[config.mk]
export PLATFORM = sky130hd
export DESIGN_NAME = store_beat_ctrl
export DESIGN_NICKNAME = d
export VERILOG_FILES = /design/src/rtl/store_beat_ctrl.sv
export SDC_FILE = /design/constraint.sdc
export NUM_CORES = 1
export LEC_CHECK = 0
export CORE_UTILIZATION = 40
export CTS_BUF_LIST = sky130_fd_sc_hd__clkbuf_8 sky130_fd_sc_hd__clkbuf_16
export CTS_CLUSTER_DIAMETER = 80
export DETAILED_ROUTE_END_ITERATION = 12
export PLACE_DENSITY = 0.66
export SYNTH_ARGS = -nofsm -noshare
export SYNTH_HDL_FRONTEND = slang
export SYNTH_SLANG_ARGS = --single-unit
[constraint.sdc]
create_clock -name i_clk -period 3.25 [get_ports i_clk]
set_clock_uncertainty 0.2 [all_clocks]
set_input_delay 0.8125 -clock i_clk [delete_from_list [all_inputs] [get_ports i_clk]]
set_output_delay 0.8125 -clock i_clk [all_outputs]
set_load 0.01 [all_outputs]
[src/rtl/store_beat_ctrl.sv]
// Store-path sequencer: turns one right-aligned LSU store into one or two
// lane-positioned, byte-strobed 64-bit memory beats on a req/ack handshake.
module store_beat_ctrl #(
    parameter int DATA_WIDTH     = 64,
    parameter int ADDR_WIDTH     = 64,
    parameter bit MISALIGN_SPLIT = 1'b1
) (
    input  logic                  i_clk,
    input  logic                  i_rst_n,
    input  logic                  i_st_valid,
    output logic                  o_st_ready,
    input  logic [ADDR_WIDTH-1:0] i_st_addr,
    input  logic [1:0]            i_st_size,
    input  logic [DATA_WIDTH-1:0] i_st_data,
    output logic                  o_mem_req,
    input  logic                  i_mem_ack,
    output logic [ADDR_WIDTH-1:0] o_mem_addr,
    output logic [DATA_WIDTH-1:0] o_mem_wdata,
    output logic [7:0]            o_mem_strobe,
    output logic                  o_done,
    output logic                  o_misaligned
);

    // state | meaning
    // IDLE  | ready for a store; done/misaligned pulses show here
    // BEAT0 | low (or only) beat requested, waiting for ack
    // BEAT1 | upper beat of a boundary-crossing store, waiting for ack
    localparam logic [1:0] ST_IDLE  = 2'd0;
    localparam logic [1:0] ST_BEAT0 = 2'd1;
    localparam logic [1:0] ST_BEAT1 = 2'd2;

    logic [1:0]              state;
    logic [7:0]              hi_strb;
    logic [DATA_WIDTH-1:0]   hi_data;
    logic [2:0]              off;
    logic [2:0]              align_mask;
    logic [7:0]              lane_mask;
    logic [DATA_WIDTH-1:0]   data_mask;
    logic [15:0]             strb16;
    logic [2*DATA_WIDTH-1:0] data128;
    logic                    misaligned;

    always_comb begin
        lane_mask  = 8'h01;
        data_mask  = DATA_WIDTH'(64'hFF);
        align_mask = 3'b000;
        case (i_st_size)
            2'b00: begin lane_mask = 8'h01; data_mask = DATA_WIDTH'(64'hFF);       align_mask = 3'b000; end
            2'b01: begin lane_mask = 8'h03; data_mask = DATA_WIDTH'(64'hFFFF);     align_mask = 3'b001; end
            2'b10: begin lane_mask = 8'h0F; data_mask = DATA_WIDTH'(64'hFFFF_FFFF); align_mask = 3'b011; end
            default: begin lane_mask = 8'hFF; data_mask = '1;                      align_mask = 3'b111; end
        endcase
        off        = i_st_addr[2:0];
        strb16     = {8'h00, lane_mask} << off;
        data128    = {{DATA_WIDTH{1'b0}}, i_st_data & data_mask} << {off, 3'b000};
        misaligned = (off & align_mask) != 3'b000;
    end

    assign o_st_ready = (state == ST_IDLE);
    assign o_mem_req  = (state != ST_IDLE);

    always_ff @(posedge i_clk or negedge i_rst_n) begin
        if (!i_rst_n) begin
            state        <= ST_IDLE;
            o_mem_addr   <= '0;
            o_mem_wdata  <= '0;
            o_mem_strobe <= '0;
            hi_strb      <= '0;
            hi_data      <= '0;
            o_done       <= 1'b0;
            o_misaligned <= 1'b0;
        end else begin
            o_done       <= 1'b0;
            o_misaligned <= 1'b0;
            case (state)
                ST_IDLE: begin
                    if (i_st_valid) begin
                        if (!MISALIGN_SPLIT && misaligned) begin
                            o_misaligned <= 1'b1;
                        end else begin
                            state        <= ST_BEAT0;
                            o_mem_addr   <= {i_st_addr[ADDR_WIDTH-1:3], 3'b000};
                            o_mem_strobe <= strb16[7:0];
                            o_mem_wdata  <= data128[DATA_WIDTH-1:0];
                            hi_strb      <= strb16[15:8];
                            hi_data      <= data128[2*DATA_WIDTH-1:DATA_WIDTH];
                        end
                    end
                end
                ST_BEAT0: begin
                    if (i_mem_ack) begin
                        if (hi_strb != 8'h00) begin
                            // request stays up; the upper beat replaces the lower on this edge
                            state        <= ST_BEAT1;
                            o_mem_addr   <= o_mem_addr + ADDR_WIDTH'(8);
                            o_mem_strobe <= hi_strb;
                            o_mem_wdata  <= hi_data;
                        end else begin
                            state        <= ST_IDLE;
                            o_done       <= 1'b1;
                            o_mem_addr   <= '0;
                            o_mem_strobe <= '0;
                            o_mem_wdata  <= '0;
                        end
                    end
                end
                ST_BEAT1: begin
                    if (i_mem_ack) begin
                        state        <= ST_IDLE;
                        o_done       <= 1'b1;
                        o_mem_addr   <= '0;
                        o_mem_strobe <= '0;
                        o_mem_wdata  <= '0;
                    end
                end
                default: state <= ST_IDLE;
            endcase
        end
    end

endmodule

Word-level counts from Yosys, hierarchy flattened
Cells that the tools add are included.
{ "totals": {"ff_bits": 211, "in_bits": 134, "output_inout_bits": 140, "word_cells": 51} }
{ "classes": {"n_addsub": 1, "n_eq_ne": 7, "shift": 2, "n_mux": 25, "bitwise": 1, "reduce_logical": 8} }
{ "ops": {"columns": ["cell", "count"], "rows": [
  ["one-hot mux 64 bit (3 select lines)", 3],
  ["two-way mux 64 bit", 7],
  ["left shift 64 x 6 -> 128 bit", 1],
  ["adder 64 x 4 -> 64 bit (second input constant)", 1],
  ["bitwise AND 64 bit", 1],
  ["one-hot mux 8 bit (3 select lines)", 2],
  ["two-way mux 8 bit", 4],
  ["left shift 8 x 3 -> 16 bit", 1],
  ["two-way mux 2 bit", 4],
  ["nonzero test 8 bit", 1],
  ["!= test 2 bit (second input constant)", 3],
  ["one-hot mux 2 bit (3 select lines)", 1],
  ["== test 2 x 1 -> 1 bit (second input constant)", 2],
  ["== test 2 bit (second input constant)", 2],
  ["zero test 2 bit", 2],
  ["AND reduction 4 bit", 1],
  ["two-way mux 1 bit", 3],
  ["AND reduction 3 bit", 1],
  ["nonzero test 3 bit", 1],
  ["one-hot mux 1 bit (2 select lines)", 1],
  ["AND reduction 2 bit", 1],
  ["nonzero test 2 bit", 1]
]} }

Longest topological paths before layout
{ "logic_depth": {"word_depth": 6, "depth_mapped": 13, "ltp_nobuf": 8} }

Worst setup path before layout
No wires, ideal clock.
{ "synth_timing": {"kind": "input-to-reg", "start": "in i_st_addr[0]", "end": "reg o_mem_wdata[48]", "setup_ps": 83, "arrival_ps": 2352, "required_time_ps": 2967, "path_slack_ps": 615, "path_stages": 9, "n_path_buf": 3, "cell_sequence": "clkbuf_1 -> buf_2 -> clkbuf_1 -> nand2_1 -> a21boi_0 -> nand2_1 -> o21ai_0 -> mux2i_1 -> o22ai_1"} }
{ "synth_between": {"elab_chain_len": 3} }
{ "synth_rtl": {"columns": ["item", "line_no", "text"], "rows": [
  ["start, declared", "12", "input logic [ADDR_WIDTH-1:0] i_st_addr,"],
  ["left shift 64 x 6 -> 128 bit", "55", "data128 = {{DATA_WIDTH{1'b0}}, i_st_data & data_mask} << {off, 3'b000};"],
  ["two-way mux 64 bit", "77", "if (i_st_valid) begin"],
  ["one-hot mux 64 bit (3 select lines)", "75", "case (state)"],
  ["end signal, assigned", "84", "o_mem_wdata <= data128[DATA_WIDTH-1:0];"],
  ["end signal, assigned", "97", "o_mem_wdata <= hi_data;"],
  ["end, declared", "18", "output logic [DATA_WIDTH-1:0] o_mem_wdata,"]
]} }
Every way passes these cells. The select of a mux whose other input is x is not followed.
A chain may end at the register's enable or synchronous reset.

Worst setup path after layout
{ "layout_timing": {"start": "reg state[1]", "end": "out o_st_ready"} }
{ "layout_between": {"elab_chain_len": 1} }
{ "layout_rtl": {"columns": ["item", "line_no", "text"], "rows": [
  ["start, declared", "32", "logic [1:0] state;"],
  ["start signal, assigned", "64", "state <= ST_IDLE;"],
  ["start signal, assigned", "81", "state <= ST_BEAT0;"],
  ["start signal, assigned", "94", "state <= ST_BEAT1;"],
  ["zero test 2 bit", "59", "assign o_st_ready = (state == ST_IDLE);"],
  ["end, declared", "11", "output logic o_st_ready,"]
]} }
Every way passes these cells.

==> results.toml <==
[clock_network]
cts_buffers = 17
ctsResizeCount = 0
cts_tree = "yes"
cts_max_level = 4
clk_pin_slew_ps = 80
insertion_delay_ps = 430
cts_buffer_depth = 2
cts_setup_buffers = 0
cts_root_buf = "clkbuf_16"
clock_sinks = 199
cts_hold_buf = 0

[cells_and_area]
multiInputGateArea_sq_mm = 0.006198
fin_cells = 2059
fill_cells = 2631
final-seq-area_sq_mm = 0.004980
post-route-util_pct = 54.72
drive_gt1_share_pct = 8.597
n_antenna_cell = 0
finalNetCount = 1802
area_delta_synth_final_pct = 34.39

[critical_path]
path_delay_family = "buffers and inverters"
cp_num_buf_inv = 2
cp-start-kind = "flip-flop"
critPathMaxStageDelay_ps = 610
cp.required_ps = 2240
critPathKind = "reg2out"
worstPathMaxFanout = 7
end_kind = "output pin"
crit_path_cell_trace = "inv_1 -> ha_1 -> clkdlybuf4s50_1"
critical_path_arrival_ps = 1940
cp_slowest_cell = "clkdlybuf4s50_1"

[floorplanning]
die_area_sq_mm = 0.02991
start_util_pct = 40.72
die_h_microns = 172.9
io_pins = 274
coreArea_sq_mm = 0.02870
fp.dieW_microns = 172.9
rows = 62

[timing]
hold_viol = 0
rsz0062_at_grt = "no"
timing.slew.headroom_pct = 19.19
slew_viol_final = 0
setup_viol = 0
period_needed_ps = 2950
fin_crit_sh_pct = 90.76
fmax_ghz = 0.3390
setup_tns_ps = 0
tightest_slew_ps = 1203
hold_slack_ps = 152.6

[yosys]
synth.avg_cell_area_sq_um = 8.330
syn_area_sq_mm = 0.01169
ys_seq_elements = 199
ys.flop_type = "dfrtp_1"
async_flop_share_pct = 100.0
synth-edff-count = 0
synthCells = 1403
ys_types = 64
synth_seq_area_share_pct = 42.61
yosysWarnings = 0

[detailed_routing]
drt-initial-drc-count = 1397
wl_per_cell_microns = 21.61
route.detailed.drc = 0
viasPerCell = 5.986
wl_microns = 44500
ant_nets = 0
vias = 12330
firstDrtPassIters = 5

[power_and_ir_drop]
switchingPower_mw = 5.287
p_per_area_mw_per_mm2 = 788.1
p_leak_nw = 6.416
pwr-share-comb_pct = 48.8
power.share.switching_pct = 42.71
p_int_mw = 7.092
p_seq_share_pct = 34.7
p_clk_share_pct = 16.5
ir_worst_vdd_mv = 0.4002

[global_route]
grt_antenna_before_repair = 0
use_met3_pct = 4.947
grt_usage_pct = 29.82
grt_pass1_wl_microns = 69550
grt_pass1_vias = 12100
grt_overflow = 0
grt_util_met2_pct = 47.93
grt_max_degree = 79
grt-busiest-layer = "met2"
grtUsageMet1_pct = 41.02

[placed_design]
dp.cells = 2028
gp_congestion = 0.9346
io_buffers = 269
place_hpwl_microns = 32600

[flow_run]
cap_violations = 0

[run_status]
outcome = "complete, no violations"

[min_path]
hp-class = "in2async"
-- cells in the final DEF, fill, tap and decap left out, types with 10 or more instances in the layout --
| cell | count |
|---|---|
| a21oi_1 | 89 |
| a32oi_1 | 11 |
| a221oi_1 | 26 |
| and3_1 | 24 |
| nand2b_1 | 10 |
| o21ai_0 | 137 |
| inv_1 | 20 |
| a22oi_1 | 25 |
| o31ai_1 | 12 |
| nor3_1 | 36 |
| nand4_1 | 21 |
| and4_1 | 11 |
| nand3_1 | 58 |
| a31oi_1 | 13 |
| mux2i_1 | 39 |
| buf_4 | 75 |
| clkdlybuf4s50_1 | 265 |
| nor4_1 | 13 |
| nand2_1 | 208 |
| a21boi_0 | 17 |
| a22o_1 | 21 |
| clkbuf_16 | 17 |
| dfrtp_1 | 199 |
| nor2_1 | 132 |
| o22ai_1 | 24 |
| nand3b_1 | 10 |
-- stage by stage --
stage                     setup slack (ps)  instance area [sq um]  power, mW
after floorplan                      614.6                  11700      7.150
after global placement               106.2                  15160      10.25
after detailed placement             67.99                  15160      10.33
after CTS                            292.6                  15710      12.41
after global routing                 179.9                  15710      13.17
final                                300.3                  15710      12.38
-- Yosys cell counts, types with 17 or more instances --
cell type,instances,area [sq um]
o22ai_1,24,150.1
a21oi_1,89,445.4
dfrtp_1,199,4980
a21boi_0,17,127.6
a221oi_1,26,227.7
a22oi_1,25,187.7
nand2_1,209,784.5
a22o_1,21,183.9
nor2_1,133,499.2
mux2i_1,39,390.4
nand4_1,21,131.4
o21ai_0,137,685.7
and3_1,24,150.1
nand3_1,58,290.3
inv_1,20,75.07
clkbuf_1,88,330.3
nor3_1,37,185.2
-- power by group through the flow --
stage | sequential [mW] | clock (mW) | combinational (mW)
global route | 4.43 | 2.18 | 6.56
global placement | 4.31 | 0 | 5.94
CTS | 4.28 | 2.09 | 6.03
floorplan | 4.38 | 0 | 2.77
detailed placement | 4.32 | 0 | 6.01
finish | 4.29 | 2.05 | 6.04
-- layout make-up --
class / count / area share [%]
timing repair buffer: 353 / 21.80
multi-input combinational: 1071 / 39.46
tap: 384 / 3.059
sequential: 199 / 31.71
inverter: 21 / 0.5019
clock inverter: 14 / 0.7568
clock buffer: 17 / 2.709
-- final timing paths --
path	cells after the start	endpoint	startpoint	slack, ps
max in group asynchronous	2	o_mem_addr[46]	i_rst_n	1970
worst min-delay path	1	o_mem_addr[8]	i_rst_n	150
worst min register to register	2	o_mem_wdata[10]	o_mem_wdata[10]	260
min in group i_clk	2	o_mem_wdata[10]	o_mem_wdata[10]	260
worst max register to register	7	o_mem_addr[49]	o_mem_addr[3]	340
worst max-delay path	3	o_st_ready	state[1]	300
-- sequential cells by signal, summed over array words and instances (netlist names) --
register,count
hi_strb,7
o_mem_addr,61
o_mem_strobe,8
state,2
hi_data,56
o_done,1
o_mem_wdata,64
-- logic make-up after synthesis --
logic type / synth area share, %
DFF: 42.61
xor gates and xnor gates: 1.199
AOI/OAI and AO/OA: 24.34
and+or+nand+nor: 22.36
adders and majority gates: 0.7066
buffers and inverters: 4.635
muxes: 4.111
other: 0.03209
-- per-layer routing --
metal | share of wire (%) | vias up
met4 | 2.9 | 0
met1 | 44 | 5955
li1 | - | 5674
met3 | 7.4 | 70
met2 | 46 | 626
met5 | 0 | -
(Power assumes the default switching activity.)
